<file path="config.mk">
export PLATFORM = sky130hd
export DESIGN_NAME = stopwatch_core
export DESIGN_NICKNAME = d
export VERILOG_FILES = /design/src/rtl/watch_pkg.sv /design/src/rtl/bcd_digit_counter.sv /design/src/rtl/stopwatch_core.sv
export SDC_FILE = /design/constraint.sdc
export NUM_CORES = 1
export LEC_CHECK = 0
export CORE_MARGIN = 2
export CORE_UTILIZATION = 54
export DETAILED_ROUTE_END_ITERATION = 6
export PLACE_DENSITY = 0.85
export SLEW_MARGIN = 0
export SYNTH_ARGS = -nofsm -noshare
export SYNTH_HDL_FRONTEND = slang
export SYNTH_SLANG_ARGS = --single-unit
</file>
<file path="constraint.sdc">
create_clock -name CLOCK -period 2.56 [get_ports CLOCK]
set_input_delay 0.384 -clock CLOCK [delete_from_list [all_inputs] [get_ports CLOCK]]
set_output_delay 0.384 -clock CLOCK [all_outputs]
set_load 0.01 [all_outputs]
</file>
<file path="src/rtl/watch_pkg.sv">
// watch_pkg: shared stopwatch types, digit limits and BCD helper
package watch_pkg;
  typedef enum logic [1:0] {IDLE, RUN, PAUSE} state_t;
  typedef logic [3:0] bcd_t;
  localparam int BCD_MAX   = 9;
  localparam int SEC_T_MAX = 5;
  typedef struct packed {
    bcd_t       min_t;
    bcd_t       min_u;
    logic [2:0] sec_t;
    bcd_t       sec_u;
    bcd_t       ms_h;
    bcd_t       ms_t;
    bcd_t       ms_u;
  } digits_t;
  function automatic logic [7:0] to_bcd2(input int v);
    return {4'(v / 10), 4'(v % 10)};
  endfunction
endpackage

</file>
<file path="src/rtl/bcd_digit_counter.sv">
// bcd_digit_counter: one wrapping decimal digit; clr has priority over inc
module bcd_digit_counter #(
  parameter int W    = 4,
  parameter int MAXV = 9
) (
  input  logic         clk,
  input  logic         rst_n,
  input  logic         clr,
  input  logic         inc,
  output logic [W-1:0] q,
  output logic         carry_out
);
  assign carry_out = inc & (q == W'(MAXV));
  always_ff @(posedge clk or negedge rst_n)
    if (!rst_n) q <= '0;
    else if (clr) q <= '0;
    else if (inc) q <= carry_out ? '0 : q + 1'b1;
endmodule

</file>
<file path="src/rtl/stopwatch_core.sv">
// stopwatch_core: BCD MM:SS.mmm stopwatch driven by a synchronised 1 kHz tick level.
// Optional lap snapshot display enabled by defining STOPWATCH_LAP_EN.
module stopwatch_core
  import watch_pkg::*;
#(
  parameter int TICKS_PER_MS = 1,
  parameter int MAX_MIN      = 59
) (
  input  logic       CLOCK,
  input  logic       RST_n,
  input  logic       tick_lvl,
  input  logic       start_stop,
  input  logic       clear,
`ifdef STOPWATCH_LAP_EN
  input  logic       lap,
  output logic       lap_hold,
`endif
  output logic       running,
  output logic [3:0] min_t,
  output logic [3:0] min_u,
  output logic [2:0] sec_t,
  output logic [3:0] sec_u,
  output logic [3:0] ms_h,
  output logic [3:0] ms_t,
  output logic [3:0] ms_u,
  output logic       wrap
);
  localparam logic [7:0] MAX_BCD  = to_bcd2(MAX_MIN);
  localparam logic [7:0] PRE_LAST = 8'(TICKS_PER_MS - 1);
  logic s1, s2, prev, ms_stb, run_stb, inc;
  logic [7:0] pre;
  state_t state_q, state_d;
  bcd_t min_t_q, min_u_q, sec_u_q, ms_h_q, ms_t_q, ms_u_q;
  logic [2:0] sec_t_q;
  logic c_msu, c_mst, c_msh, c_secu, c_sect, c_minu, c_mint, at_max, roll;
  digits_t live, shown;
  // two-flop synchroniser plus edge register; only rising edges count
  always_ff @(posedge CLOCK or negedge RST_n)
    if (!RST_n) {s1, s2, prev} <= '0;
    else {s1, s2, prev} <= {tick_lvl, s1, s2};
  assign ms_stb = s2 & ~prev;
  always_ff @(posedge CLOCK or negedge RST_n)
    if (!RST_n) state_q <= IDLE;
    else state_q <= state_d;
  always_comb
    state_d = clear ? IDLE : !start_stop ? state_q : (state_q == RUN ? PAUSE : RUN);
  assign running = state_q == RUN;
  assign run_stb = ms_stb & running;
  assign inc     = run_stb & (pre == PRE_LAST);
  always_ff @(posedge CLOCK or negedge RST_n)
    if (!RST_n) pre <= '0;
    else if (clear) pre <= '0;
    else if (run_stb) pre <= inc ? '0 : pre + 8'd1;
  bcd_digit_counter #(.W(4), .MAXV(BCD_MAX)) u_ms_u (
    .clk(CLOCK), .rst_n(RST_n), .clr(clear), .inc(inc), .q(ms_u_q), .carry_out(c_msu));
  bcd_digit_counter #(.W(4), .MAXV(BCD_MAX)) u_ms_t (
    .clk(CLOCK), .rst_n(RST_n), .clr(clear), .inc(c_msu), .q(ms_t_q), .carry_out(c_mst));
  bcd_digit_counter #(.W(4), .MAXV(BCD_MAX)) u_ms_h (
    .clk(CLOCK), .rst_n(RST_n), .clr(clear), .inc(c_mst), .q(ms_h_q), .carry_out(c_msh));
  bcd_digit_counter #(.W(4), .MAXV(BCD_MAX)) u_sec_u (
    .clk(CLOCK), .rst_n(RST_n), .clr(clear), .inc(c_msh), .q(sec_u_q), .carry_out(c_secu));
  bcd_digit_counter #(.W(3), .MAXV(SEC_T_MAX)) u_sec_t (
    .clk(CLOCK), .rst_n(RST_n), .clr(clear), .inc(c_secu), .q(sec_t_q), .carry_out(c_sect));
  // the minute pair wraps as a whole when it equals MAX_MIN in BCD
  assign at_max = {min_t_q, min_u_q} == MAX_BCD;
  assign roll   = c_sect & at_max;
  bcd_digit_counter #(.W(4), .MAXV(BCD_MAX)) u_min_u (
    .clk(CLOCK), .rst_n(RST_n), .clr(clear | roll), .inc(c_sect & ~at_max), .q(min_u_q),
    .carry_out(c_minu));
  bcd_digit_counter #(.W(4), .MAXV(BCD_MAX)) u_min_t (
    .clk(CLOCK), .rst_n(RST_n), .clr(clear | roll), .inc(c_minu), .q(min_t_q),
    .carry_out(c_mint));
  always_ff @(posedge CLOCK or negedge RST_n)
    if (!RST_n) wrap <= 1'b0;
    else wrap <= ~clear & (roll | c_mint);
  assign live = {min_t_q, min_u_q, sec_t_q, sec_u_q, ms_h_q, ms_t_q, ms_u_q};
`ifdef STOPWATCH_LAP_EN
  digits_t snap;
  // lap freezes the display on a snapshot while the live count keeps running
  always_ff @(posedge CLOCK or negedge RST_n)
    if (!RST_n) begin
      lap_hold <= 1'b0;
      snap     <= '0;
    end else if (clear) lap_hold <= 1'b0;
    else if (lap && running) begin
      lap_hold <= ~lap_hold;
      if (!lap_hold) snap <= live;
    end
  assign shown = lap_hold ? snap : live;
`else
  assign shown = live;
`endif
  assign {min_t, min_u, sec_t, sec_u, ms_h, ms_t, ms_u} = shown;
endmodule

</file>
; ---- Word level (Yosys, flattened, before mapping)
; Index checks and enable logic that the tools add are counted.
[word_totals]
ff_bits = 41
input_bits = 5
output_inout_bits = 29
word_cells = 85
[classes]
add_sub_neg = 8
n_eq_ne = 9
n_mux = 27
bitwise = 18
reduce_logical = 10
[op_table]
columns = cell, count
row1 = 2-to-1 mux 4 bit, 18
row2 = adder 4 x 1 -> 4 bit (second input constant), 6
row3 = equality test 4 bit (second input constant), 6
row4 = 2-to-1 mux 8 bit, 3
row5 = nonzero test 2 bit, 9
row6 = bitwise AND 1 bit, 13
row7 = 2-to-1 mux 3 bit, 3
row8 = adder 8 x 1 -> 8 bit (second input constant), 1
row9 = equality test 8 x 7 -> 1 bit (second input constant), 1
row10 = zero test 8 bit, 1
row11 = 2-to-1 mux 2 bit, 3
row12 = adder 3 x 1 -> 3 bit (second input constant), 1
row13 = equality test 3 bit (second input constant), 1
row14 = inverter 1 bit, 3
row15 = equality test 2 x 1 -> 1 bit (second input constant), 1
row16 = bitwise OR 1 bit, 2

; ---- Longest topological paths before layout
; Gate-level depths: netlist of run 1.
[depth]
ltp_word = 15
depth_mapped = 8
mapped_depth_nobuf = 6

; ---- Modules after synthesis
; From an unflattened synthesis of run 1, not the netlist that was laid out.
[hier_totals]
hier_cells = 238
hier_area_um2 = 2324.7
[by_module_without_submodules]
columns = module, instances, cells_each, area_per_inst_um2, seq_area_each_um2
row1 = bcd_digit_counter (u_min_t ...), 5, 26, 237.7, 100.1
row2 = stopwatch_core, 1, 65, 716.9, 350.3
row3 = bcd_digit_counter (u_ms_u), 1, 26, 241.5, 100.1
row4 = bcd_digit_counter (u_sec_t), 1, 17, 177.7, 75.1

; ---- Least setup slack after synthesis of run 1
; OpenSTA, ideal clock, no wires.
[synth_timing]
kind = register to register
startpoint = reg u_ms_t.q[0]
endpoint = reg u_ms_h.q[0]
setup_ps = 78
arrival_time_ps = 1827
slack_ps = 655
stages_incl_launch_ff = 8
period_less_slack_ps = 1905
path_cell_list = dfrtp_1 -> ha_1 -> and3b_1 -> buf_4 -> and2_1 -> clkbuf_1 -> or4_1 -> a21oi_1
[synth_between]
elab_chain_cells = 6
word_cells_on_any_way = 7
[synth_rtl]
columns = element, line_no
row1 = from (decl), bcd_digit_counter.sv:10  ; output logic [W-1:0] q,
row2 = from (signal assigned), bcd_digit_counter.sv:17  ; else if (inc) q <= carry_out ? '0 : q + 1'b1;
row3 = equality test 4 bit *, bcd_digit_counter.sv:13  ; assign carry_out = inc & (q == W'(MAXV));
row4 = bitwise AND 1 bit *, bcd_digit_counter.sv:13
row5 = bitwise AND 1 bit, bcd_digit_counter.sv:13
row6 = 2-to-1 mux 4 bit (2 in series), bcd_digit_counter.sv:17
row7 = 2-to-1 mux 4 bit, bcd_digit_counter.sv:16  ; else if (clr) q <= '0;
row8 = to (signal assigned), bcd_digit_counter.sv:17
row9 = to (decl), bcd_digit_counter.sv:10
; Mark *: on every way between the ends. The rest lies on a longest branch, timed or not. The select of a mux whose other input is x is not followed.
; A chain may end at the register's enable or synchronous reset.

; ---- Worst setup path after layout of run 1
[layout_timing]
startpoint = reg pre[0]
endpoint = reg u_ms_t.q[2]
[layout_between]
elab_chain_cells = 7
word_cells_on_any_way = 8
[layout_rtl]
columns = element, line_no
row1 = from (decl), stopwatch_core.sv:31  ; logic [7:0] pre;
row2 = from (signal assigned), stopwatch_core.sv:53  ; else if (run_stb) pre <= inc ? '0 : pre + 8'd1;
row3 = zero test 8 bit *, stopwatch_core.sv:49  ; assign inc = run_stb & (pre == PRE_LAST);
row4 = bitwise AND 1 bit *, stopwatch_core.sv:49
row5 = bitwise AND 1 bit *, bcd_digit_counter.sv:13
row6 = bitwise AND 1 bit, bcd_digit_counter.sv:13
row7 = 2-to-1 mux 4 bit (2 in series), bcd_digit_counter.sv:17
row8 = 2-to-1 mux 4 bit, bcd_digit_counter.sv:16
; Marks and branches as above.

==> key figures, run 1 <==
Drt
  • Routed WL: between 5000 and 6000 um
  • Drt pass-1 iters: 4
  • Vias: 2001
  • DRC Markers: 0
  • Drt via density: between 6 and 7
  • Initial DRC count: 120
  • Wire per inst: about 15 um
  • Antenna-violating nets left: 0

CTS
  • Post-cts sizing count: 0
  • Clock slew at reported path FFs: ~80 ps
  • H-tree Lvls: 2
  • CTS tree: yes
  • CTS Sinks: 41
  • TritonCTS Buffers: 5
  • Root Buffer: clkbuf_8
  • Clock Latency Late Sink: approximately 290 ps
  • Hold_buf cts: 0
  • Longest Clk Path Bufs: 2
  • Post-CTS setup buffer count: 0

Synthesis
  • Mux share of post-synthesis cell area: around 1.3%
  • Post-synthesis xor/xnor area fraction: 2.58%
  • Synth Net Count: approximately 270
  • EDFF count, synth: 0
  • Most used DFF post-synth: dfrtp_1
  • Largest family of logic cells by synthesized area: simple AND/OR/NAND/NOR gates
  • Mean Syn Cell Area: 9.61 um2
  • Post-synthesis compound-gate area fraction: approximately 14%
  • Area contributors post-synth: dfrtp_1 43%, ha_1 8.4%, a21oi_1 3.8%, o21ai_0 2.7%, nand3_1 2.5%
  • Synth cell types: 46
  • Yosys warns: 0
  • Post-synthesis simple-gate area fraction: roughly a quarter
  • Synth Register Bits: 41
  • Synth Area in Adders: 8.43%
  • Share of async-settable or async-resettable flops after synthesis: 100%
  • Mapped Area: between 2000 and 2500 um2
  • Seq/Total Area, Yosys: 43.2%
  • Cells after synthesis: 247
  • Yosys top cell by area: dfrtp_1
  • Share of the synthesized area in the top cell type: 43.2%

STA
  • Period utilization: between 80% and 90%
  • Skew final: around 9.3 ps
  • Setup Viol. Count Final: 0
  • Worst slew pin tran: between 900 and 1000 ps
  • Final slew viol count: 0
  • Min Tclk post-route: ~2300 ps
  • Setup TNS: 0 ps
  • Fmax: about 440 MHz
  • Max_slew headroom: approximately two fifths
  • RSZ-0062 raised after global routing: false
  • Final hold vios: 0

Power and ir drop
  • Leak: 1.19 nW
  • Cell Pwr Density: around 420 nW/um2
  • Maximum vdd drop: about 0.42 mV

Place
  • Post-placement cell area: roughly 2700 um2
  • Routability Congestion: slightly above 0.8
  • Detailed Place HPWL: about 3500 um
  • # port buffers: 33

Finish
  • Antenna Cells: 0
  • Fin nets: about 300
  • Final instance area: approximately 2800 um2
  • Layout fillers: between 300 and 400
  • Commonest non-fill, non-tap cell in the layout: dfrtp_1
  • Area growth from synthesis to layout: 19.0%
  • Most frequent cells in the layout: 41 x dfrtp_1, 32 x clkdlybuf4s50_1, 18 x a21oi_1
  • Share of cells above drive strength 1: 7.53%

Setup path
  • Critical path class: register to register
  • CP endpoint kind: register
  • Crit-path max FO: 12
  • Worst setup SP type: register
  • Arrival @ worst endpoint: around 2500 ps
  • WP data required: ~2800 ps
  • Worst reg2reg path depth: 6

Global route
  • Global Route Usage Sum: 21.0%
  • Global route total overflow: 0
  • Largest net degree at the start of global routing: 42
  • Initial antenna violation count: 0
  • Global-route wire length before repair: approximately 8500 um
  • Vias in the first global route: 1885

Min path
  • Hold Crit Class: input port to async pin

Floorplan
  • Chip height: around 70 um
  • Core area: around 4300 um2
  • I/O pin cnt: 34
  • Row cnt: 24
  • Initial Util: between 50 and 60%
  • Die ar.: slightly below 5000 um2
  • Horiz. Die Dim: 70.3 um

Outcome
  • Status: complete, no violations

Flow run
  • Max-cap violations: 0
[worst max-delay path: stages, from the launching register on]
cell and delay (ps):
dfrtp_1 410, inv_1 90, ha_1 150, nor4b_4 270
nand4_1 410, or4_2 720, a21oi_1 160
[cell usage after synthesis (4+ instances only)]
cell type,n
dfrtp_1,41
a21oi_1,18
ha_1,16
nand2_1,16
nor2_1,16
inv_1,15
o21ai_0,13
nand3_1,12
or4_1,8
nand4_1,7
or3_1,7
clkbuf_1,6
nor3_1,6
xor2_1,6
nand3b_1,4
o2111ai_1,4
[stage by stage]
step                      std cells  total power [mW]  setup WS, ps  hold slack [ps]  util [%]
after CTS                       331              1.19           285              244      65.8
after floorplan                 247             0.699           655             88.4         -
after detailed placement        323             0.730           309              342      63.4
final                           331              1.18           287              217      65.8
after global placement          323             0.728           389              341      63.4
after global routing            331              1.22           108              293      65.8
[report_power, final]
part / switching, mW / internal (mW)
logic: 0.0395 / 0.0194
registers: 0.00448 / 0.653
clock network: 0.222 / 0.244
[layer usage]
layer	GRT usage, %	vias to the layer above	part of all wire (%)
met3	4.33	4	4.3
li1	-	969	-
met1	26.0	986	45
met5	0	-	0
met4	6.62	0	0.34
met2	36.5	42	50
[cell families after synthesis]
| logic type | count (synthesis) |
|---|---|
| compound gates | 52 |
| xor+xnor | 7 |
| fa+ha+maj | 16 |
| buf+inv | 28 |
| flops | 41 |
| mux | 3 |
| simple gates | 100 |
[registers in the layout (all words and copies together), names as in the netlist, 2 cells and up]
name and cells:
u_ms_h.q 4, pre 8, u_sec_t.q 3, u_ms_t.q 4
u_sec_u.q 4, u_min_t.q 4, u_min_u.q 4, u_ms_u.q 4
state_q 2
[layout make-up]
type | instances | area (um2) | share of cell area (%)
Clock buffer | 7 | 96.3 | 3.41
Clock inverter | 1 | 5.00 | 0.177
Inverter | 15 | 56.3 | 1.99
Multi-Input combinational cell | 178 | 1220 | 43.2
Sequential cell | 41 | 1030 | 36.3
Tap cell | 52 | 65.1 | 2.30
Timing Repair Buffer | 37 | 355 | 12.6
[worst paths after layout]
check,from,endpoint,slack (ps)
worst min register to register,s1$_DFF_PN0_,s2$_DFF_PN0_,360
worst max register to register,pre[0]$_DFFE_PN0P_,u_ms_t.q[2]$_DFFE_PN0P_,290
max in group asynchronous,RST_n,pre[5]$_DFFE_PN0P_,1770
min in group CLOCK,s1$_DFF_PN0_,s2$_DFF_PN0_,360
worst min-delay path,RST_n,u_ms_t.q[3]$_DFFE_PN0P_,220
worst max-delay path,pre[0]$_DFFE_PN0P_,u_ms_t.q[2]$_DFFE_PN0P_,290
(Power assumes the default switching activity.)
==> run 2: changes to the inputs <==
--- a/config.mk
+++ b/config.mk
@@ -5,8 +5,9 @@
 export SDC_FILE = /design/constraint.sdc
 export NUM_CORES = 1
 export LEC_CHECK = 0
+export ABC_AREA = 1
 export CORE_MARGIN = 2
-export CORE_UTILIZATION = 54
+export CORE_UTILIZATION = 53
 export DETAILED_ROUTE_END_ITERATION = 6
 export PLACE_DENSITY = 0.85
 export SLEW_MARGIN = 0
==> run 2 against run 1 <==
  * Global-route usage is 1.4 points higher
  * Final cell count is 4.2% higher
  * Hold slack worse by 9.1 ps
  * Combinational power grew to 2.6 times the previous value
  * Critical path depth is 5 higher
  * Via count is 8.8% lower
  * Clock power is 7.7% lower
  * Largest cell class unchanged
==> key figures, run 2 <==
Outcome
  • Status: complete, no violations (unchanged)

Finish
  • Fin nets: 316 (was 299)
  • Most frequent cells in the layout: 46 x nand2_1, 41 x dfrtp_1, 35 x inv_1 (was 41 x dfrtp_1, 32 x clkdlybuf4s50_1, 18 x a21oi_1)
  • Area growth from synthesis to layout: 21.9% (was 19.0%)
  • Commonest non-fill, non-tap cell in the layout: nand2_1 (was dfrtp_1)
  • Max FFs per register: 8 (unchanged)
  • Antenna Cells: 0 (unchanged)
  • Share of cells above drive strength 1: 7.12% (was 7.53%)
  • Largest reg by FF count: pre (unchanged)
  • Layout fillers: 333 (was 370)

Setup path
  • Arrival @ worst endpoint: 2090 ps (was 2500 ps)
  • Crit-path max FO: 8 (was 12)
  • Crit. Startpoint: u_ms_u.q[1]$_DFFE_PN0P_ (was pre[0]$_DFFE_PN0P_)
  • RR Startpoint: u_ms_u.q[1]$_DFFE_PN0P_ (was pre[0]$_DFFE_PN0P_)
  • WP data required: 2740 ps (was 2780 ps)
  • Critical path class: register to register (unchanged)
  • CP endpoint kind: register (unchanged)
  • Worst setup SP type: register (unchanged)

STA
  • RSZ-0062 raised after global routing: false (unchanged)
  • Setup Viol. Count Final: 0 (unchanged)
  • Worst slew pin tran: 903 ps (was 913 ps)
  • Final hold vios: 0 (unchanged)
  • Fmax: 523 MHz (was 440 MHz)
  • Skew final: 6.31 ps (was 9.32 ps)
  • Final slew viol count: 0 (unchanged)
  • Period utilization: 74.7% (was 88.8%)
  • Min Tclk post-route: 1910 ps (was 2270 ps)
  • Max_slew headroom: 39.8% (was 39.1%)
  • Setup TNS: 0 ps (unchanged)

Place
  • # port buffers: 33 (unchanged)
  • Routability Congestion: 0.830 (was 0.814)
  • Detailed Place HPWL: 3290 um (was 3530 um)

Drt
  • Routed WL: 4590 um (was 5020 um)
  • Drt pass-1 iters: 4 (unchanged)
  • Antenna-violating nets left: 0 (unchanged)
  • Wire per inst: 13.3 um (was 15.2 um)
  • DRC Markers: 0 (unchanged)
  • Drt via density: 5.29 (was 6.05)
  • Vias: 1825 (was 2001)
  • Initial DRC count: 87 (was 120)

Synthesis
  • Yosys warns: 0 (unchanged)
  • Share of the synthesized area in the top cell type: 46.5% (was 43.2%)
  • Most instantiated library cell after synthesis: nand2_1 (was dfrtp_1)
  • Cells after synthesis: 255 (was 247)
  • Share of async-settable or async-resettable flops after synthesis: 100% (unchanged)
  • Mean Syn Cell Area: 8.65 um2 (was 9.61 um2)
  • Mapped Area: 2200 um2 (was 2370 um2)
  • Yosys top cell by area: dfrtp_1 (unchanged)
  • Synth Register Bits: 41 (unchanged)
  • Seq/Total Area, Yosys: 46.5% (was 43.2%)
  • Synth cell types: 32 (was 46)
  • Synth cell count leaders: 46 x nand2_1, 41 x dfrtp_1, 35 x inv_1, 23 x nor2_1 (was 41 x dfrtp_1, 18 x a21oi_1, 16 x ha_1, 16 x nand2_1, 16 x nor2_1)
  • Synth Net Count: 276 (was 268)
  • Area contributors post-synth: dfrtp_1 47%, ha_1 9.1%, nand2_1 7.8%, inv_1 6.0%, nor2_1 3.9% (was dfrtp_1 43%, ha_1 8.4%, a21oi_1 3.8%, o21ai_0 2.7%, nand3_1 2.5%)
  • EDFF count, synth: 0 (unchanged)
  • Most used DFF post-synth: dfrtp_1 (unchanged)

CTS
  • Hold_buf cts: 0 (unchanged)
  • Clock slew at reported path FFs: 80 ps (about the same)
  • Post-cts sizing count: 0 (unchanged)
  • TritonCTS Buffers: 5 (unchanged)
  • Longest Clk Path Bufs: 2 (unchanged)
  • CTS Sinks: 41 (unchanged)
  • Clock Latency Late Sink: 290 ps (about the same)
  • Post-CTS setup buffer count: 0 (unchanged)
  • CTS tree: yes (unchanged)
  • H-tree Lvls: 2 (unchanged)
  • Root Buffer: clkbuf_8 (unchanged)

Floorplan
  • Row cnt: 23 (was 24)
  • Chip height: 68.5 um (was 70.3 um)
  • Horiz. Die Dim: 68.5 um (was 70.3 um)
  • Initial Util: 55.1% (was 55.3%)
  • I/O pin cnt: 34 (unchanged)
  • Die ar.: 4690 um2 (was 4940 um2)
  • Core area: 4000 um2 (was 4290 um2)

Global route
  • Largest net degree at the start of global routing: 42 (unchanged)
  • Global-route wire length before repair: 7710 um (was 8480 um)
  • Global Route Usage Sum: 22.4% (was 21.0%)
  • Vias in the first global route: 1754 (was 1885)
  • Initial antenna violation count: 0 (unchanged)
  • Global route total overflow: 0 (unchanged)

Min path
  • Hold Crit Class: input port to async pin (unchanged)

Flow run
  • Max-cap violations: 0 (unchanged)

Power and ir drop
  • Leak: 1.25 nW (was 1.19 nW)
  • Maximum vdd drop: 0.279 mV (was 0.418 mV)
  • Pwr Total: 1.27 mW (was 1.18 mW)
  • Cell Pwr Density: 473 nW/um2 (was 418 nW/um2)
[run 2: changes by cell type after synthesis, moves of 5 or more]
cell / before / now
nor2_1: 16 / 23
nand2_1: 16 / 46
nand4_1: 7 / 2
or4_1: 8 / 0
or3_1: 7 / 0
inv_1: 15 / 35
[run 2: metrics by stage]
step / area [um2] / util, % / hold slack (ps) / setup slack (ps) / std cells
2_1_floorplan: 2200 / - / 88.4 / 860 / 255
3_3_place_gp: 2600 / 65.0 / 337 / 631 / 338
3_5_place_dp: 2600 / 65.0 / 338 / 605 / 338
4_1_cts: 2690 / 67.2 / 247 / 668 / 345
5_1_grt: 2690 / 67.2 / 291 / 497 / 345
6_report: 2690 / 67.2 / 208 / 648 / 345
[run 2: cells by family (layout without fill, tap and decap cells)]
group | count (synthesis) | after routing | share of synthesized area (%)
AO/OA/AOI/OAI | 40 | 40 | 9.82
flip-flops | 41 | 41 | 46.5
AND/OR/NAND/NOR | 113 | 113 | 25.3
adder cells (fa/ha/maj) | 16 | 16 | 9.08
XOR/XNOR | 7 | 7 | 2.78
buffers and inverters | 38 | 78 | 6.47
[run 2: layout make-up]
type | instances | area (um2) | share of cell area (%)
inverter | 36 | 135 | 5.03
tap | 50 | 62.6 | 2.33
clock buffer | 7 | 86.3 | 3.21
timing repair buffer | 35 | 340 | 12.7
multi-input combinational | 176 | 1040 | 38.6
sequential | 41 | 1030 | 38.2
[run 2: report_power, final]
part | switching (mW) | internal [mW] | total [mW]
combinational | 0.0972 | 0.0568 | 0.154
clock | 0.215 | 0.214 | 0.429
sequential | 0.0203 | 0.668 | 0.688
total | 0.332 | 0.938 | 1.27
[run 2: final timing paths]
kind | end | slack [ps] | cells after the start
max in group asynchronous | u_min_t.q[1]$_DFFE_PN0P_ | 1780 | 1
max reg2reg | u_min_u.q[1]$_DFFE_PN0P_ | 650 | 11
max | u_min_u.q[1]$_DFFE_PN0P_ | 650 | 11
min | u_ms_t.q[3]$_DFFE_PN0P_ | 210 | 1
min in group CLOCK | s2$_DFF_PN0_ | 370 | 0
min reg2reg | s2$_DFF_PN0_ | 370 | 0
[run 2: worst max-delay path, cell delays in order (launching register included)]
cell and delay, ps:
dfrtp_1 420, inv_1 100, ha_1 150, nand2_1 70, nor2_2 170, nand4_4 200
nor2_8 200, nand4_2 120, nand2_2 180, inv_2 60, nand2_1 50, o21ai_0 70
[run 2: metal layers]
metal / wire [um] / part of all wire [%] / GRT usage (%)
met5: 0 / 0 / 0
met4: 87 / 1.9 / 10.8
met3: 150 / 3.3 / 4.22
met2: 2230 / 49 / 35.6
met1: 2120 / 46 / 29.4
==> run 3: changes to the inputs <==
==> constraint.sdc (replaced) <==
create_clock -name CLOCK -period 1.9 [get_ports CLOCK]
set_input_delay 0.285 -clock CLOCK [delete_from_list [all_inputs] [get_ports CLOCK]]
set_output_delay 0.285 -clock CLOCK [all_outputs]
set_load 0.01 [all_outputs]
==> run 3 against run 2 <==
  * Core utilization is 4.2 points higher
  * Sequential cell count unchanged
  * Sequential share of layout area decreased by 2.3 points
  * First-iteration DRC count is 44% higher
  * Cell area rose by 6.3%
  * Worst setup slack got worse by 570 ps
  * Combinational power grew 51%
  * Critical path depth unchanged
  * Count of clock-buffer cells in the layout is the same
  * Clock power grew 72%
  * Via count is 2.8% higher
  * Largest power group unchanged
  * Highest routed layer unchanged
==> key figures, run 3 (synthesis results as in run 2) <==
Setup path
  • Critical path class: register to register (unchanged)
  • Slowest CP cell: dfrtp_1 (unchanged)
  • WP data required: 2080 ps (was 2740 ps)
  • Arrival @ worst endpoint: 1990 ps (was 2090 ps)
  • CP endpoint kind: register (unchanged)
  • Worst path buffer plus inverter count: 3 (was 2)
  • Crit path cell chain: inv_1 > ha_1 > inv_1 > nor2_1 > nand4_4 > nor2_8 > nand4_4 > nand2_4 > inv_2 > nand2_1 > o21ai_1 (was inv_1 > ha_1 > nand2_1 > nor2_2 > nand4_4 > nor2_8 > nand4_2 > nand2_2 > inv_2 > nand2_1 > o21ai_0)
  • Slowest cell delay on critical path: 420 ps (about the same)
  • Worst setup SP type: register (unchanged)
  • CP top delay family: simple AND/OR/NAND/NOR gates (unchanged)
  • Crit-path max FO: 6 (was 8)

Power and ir drop
  • Comb pwr share: 12.3% (was 12.1%)
  • Maximum vdd drop: 0.484 mV (was 0.279 mV)
  • Clock power frac: 38.9% (was 33.8%)
  • Leak: 1.34 nW (was 1.25 nW)
  • Sw power: 477 uW (was 332 uW)
  • Share of power burned in registers: 48.8% (was 54.1%)
  • Cell Pwr Density: 665 nW/um2 (was 473 nW/um2)
  • Internal Power: 1.42 mW (was 938 uW)
  • Sw frac: 25.1% (was 26.1%)

CTS
  • CTS Sinks: 41 (unchanged)
  • Clock slew at reported path FFs: 80 ps (about the same)
  • Root Buffer: clkbuf_8 (unchanged)
  • CTS tree: yes (unchanged)
  • H-tree Lvls: 2 (unchanged)
  • Clock Latency Late Sink: 300 ps (was 290 ps)
  • TritonCTS Buffers: 5 (unchanged)
  • Longest Clk Path Bufs: 2 (unchanged)

Drt
  • Drt via density: 5.21 (was 5.29)
  • Initial DRC count: 125 (was 87)
  • Antenna-violating nets left: 0 (unchanged)
  • Drt pass-1 iters: 4 (unchanged)
  • Wire per inst: 13.8 um (was 13.3 um)
  • DRC Markers: 0 (unchanged)
  • Vias: 1876 (was 1825)
  • Routed WL: 4970 um (was 4590 um)

Finish
  • Most frequent cells in the layout: 44 x nand2_1, 41 x dfrtp_1, 33 x inv_1 (was 46 x nand2_1, 41 x dfrtp_1, 35 x inv_1)
  • Largest reg by FF count: pre (unchanged)
  • Layout Utilization: 71.4% (was 67.2%)
  • Share of cells above drive strength 1: 12.9% (was 7.12%)
  • Fin nets: 330 (was 316)
  • Area growth from synthesis to layout: 29.5% (was 21.9%)
  • Commonest non-fill, non-tap cell in the layout: nand2_1 (unchanged)
  • Non-filler cells, final: 360 (was 345)
  • Max FFs per register: 8 (unchanged)
  • Antenna Cells: 0 (unchanged)

STA
  • Setup ws final: 82.2 ps (was 648 ps)
  • Max_slew headroom: 70.3% (was 39.8%)
  • Min Tclk post-route: 1820 ps (was 1910 ps)
  • Fmax: 550 MHz (was 523 MHz)
  • Final slew viol count: 0 (unchanged)
  • Final hold slack: 364 ps (was 208 ps)
  • Setup Viol. Count Final: 0 (unchanged)
  • Skew final: 9.99 ps (was 6.31 ps)
  • Period utilization: 95.7% (was 74.7%)
  • Final hold vios: 0 (unchanged)
  • Worst slew pin tran: 445 ps (was 903 ps)

Floorplan
  • Die ar.: 4690 um2 (unchanged)
  • Initial Util: 55.1% (unchanged)
  • Chip height: 68.5 um (unchanged)
  • Row cnt: 23 (unchanged)
  • I/O pin cnt: 34 (unchanged)
  • Core area: 4000 um2 (unchanged)
  • Horiz. Die Dim: 68.5 um (unchanged)

Place
  • Routability Congestion: 0.882 (was 0.830)
  • Detailed Place HPWL: 3330 um (was 3290 um)
  • Pre-CTS setup slack: 67.1 ps (was 605 ps)
  • # port buffers: 33 (unchanged)
  • DP Cell Count: 344 (was 338)

Global route
  • Met2 GRT Util: 34.5% (was 35.6%)
  • M1 GR Usage: 28.8% (was 29.4%)
  • Initial antenna violation count: 0 (unchanged)
  • Global-route wire length before repair: 7560 um (was 7710 um)
  • Vias in the first global route: 1703 (was 1754)
  • Global route total overflow: 0 (unchanged)
  • Grt met3 use: 5.03% (was 4.22%)
  • Largest net degree at the start of global routing: 20 (was 42)
  • Layer with the highest usage: met2 (unchanged)
  • Global Route Usage Sum: 21.7% (was 22.4%)

Outcome
  • Status: complete, no violations (unchanged)

Flow run
  • Max-cap violations: 0 (unchanged)

Min path
  • Hold Crit Class: register to register (was input port to async pin)
==> run 3: cell count changes in the layout (fill, tap and decap cells not counted), sizes merged <==
cell	change
dlygate4sd3	+1
buf	+13
bufinv	+1
==> run 3: power groups by stage <==
stage	sequential (mW)	clock [mW]	combinational, mW
final	0.926	0.738	0.233
after detailed placement	0.941	0	0.216
after floorplan	0.941	0	0.119
after global placement	0.939	0	0.201
after global routing	0.931	0.775	0.258
after CTS	0.924	0.746	0.218
==> run 3: final timing paths <==
kind	from	end	slack (ps)	cells past startpoint
max reg2reg	u_ms_t.q[1]$_DFFE_PN0P_	u_min_t.q[0]$_DFFE_PN0P_	80	11
min	s1$_DFF_PN0_	s2$_DFF_PN0_	360	0
min in group asynchronous	RST_n	u_ms_u.q[2]$_DFFE_PN0P_	480	2
max	u_ms_t.q[1]$_DFFE_PN0P_	u_min_t.q[0]$_DFFE_PN0P_	80	11
max in group asynchronous	RST_n	s1$_DFF_PN0_	890	3
min reg2reg	s1$_DFF_PN0_	s2$_DFF_PN0_	360	0
==> run 3: layer usage <==
metal	up-vias	wire length (um)	part of all wire, %
li1	937	-	-
met3	12	190	3.8
met5	-	0	0
met2	41	2470	50
met4	0	114	2.3
met1	886	2190	44
==> run 3: stage by stage <==
| step | setup TNS (ps) | total power [mW] | instance area (um2) |
|---|---|---|---|
| after global placement | 0 | 1.14 | 2650 |
| after CTS | 0 | 1.89 | 2770 |
| after detailed placement | 0 | 1.16 | 2650 |
| after floorplan | 0 | 1.06 | 2200 |
| after global routing | -51.7 | 1.96 | 2860 |
| final | 0 | 1.90 | 2860 |
==> run 3: area by class of cell <==
cell class	instances	area, um2
multi-input cells	176	1070
flip-flops and latches	41	1030
inverters	36	135
repair buffers	49	448
fillers	301	1140
clock buffers	7	86.3
well taps	50	62.6
clock inverters	1	30.0
==> run 3: timing repair <==
| action | 4_1_cts | 5_1_grt |
|---|---|---|
| setup endpoints to repair | 0 | 18 |
| hold buffers | 1 | 0 |
| buffers inserted | 0 | 7 |
| hold endpoints to repair | 17 | 0 |
| resized for setup | 0 | 10 |
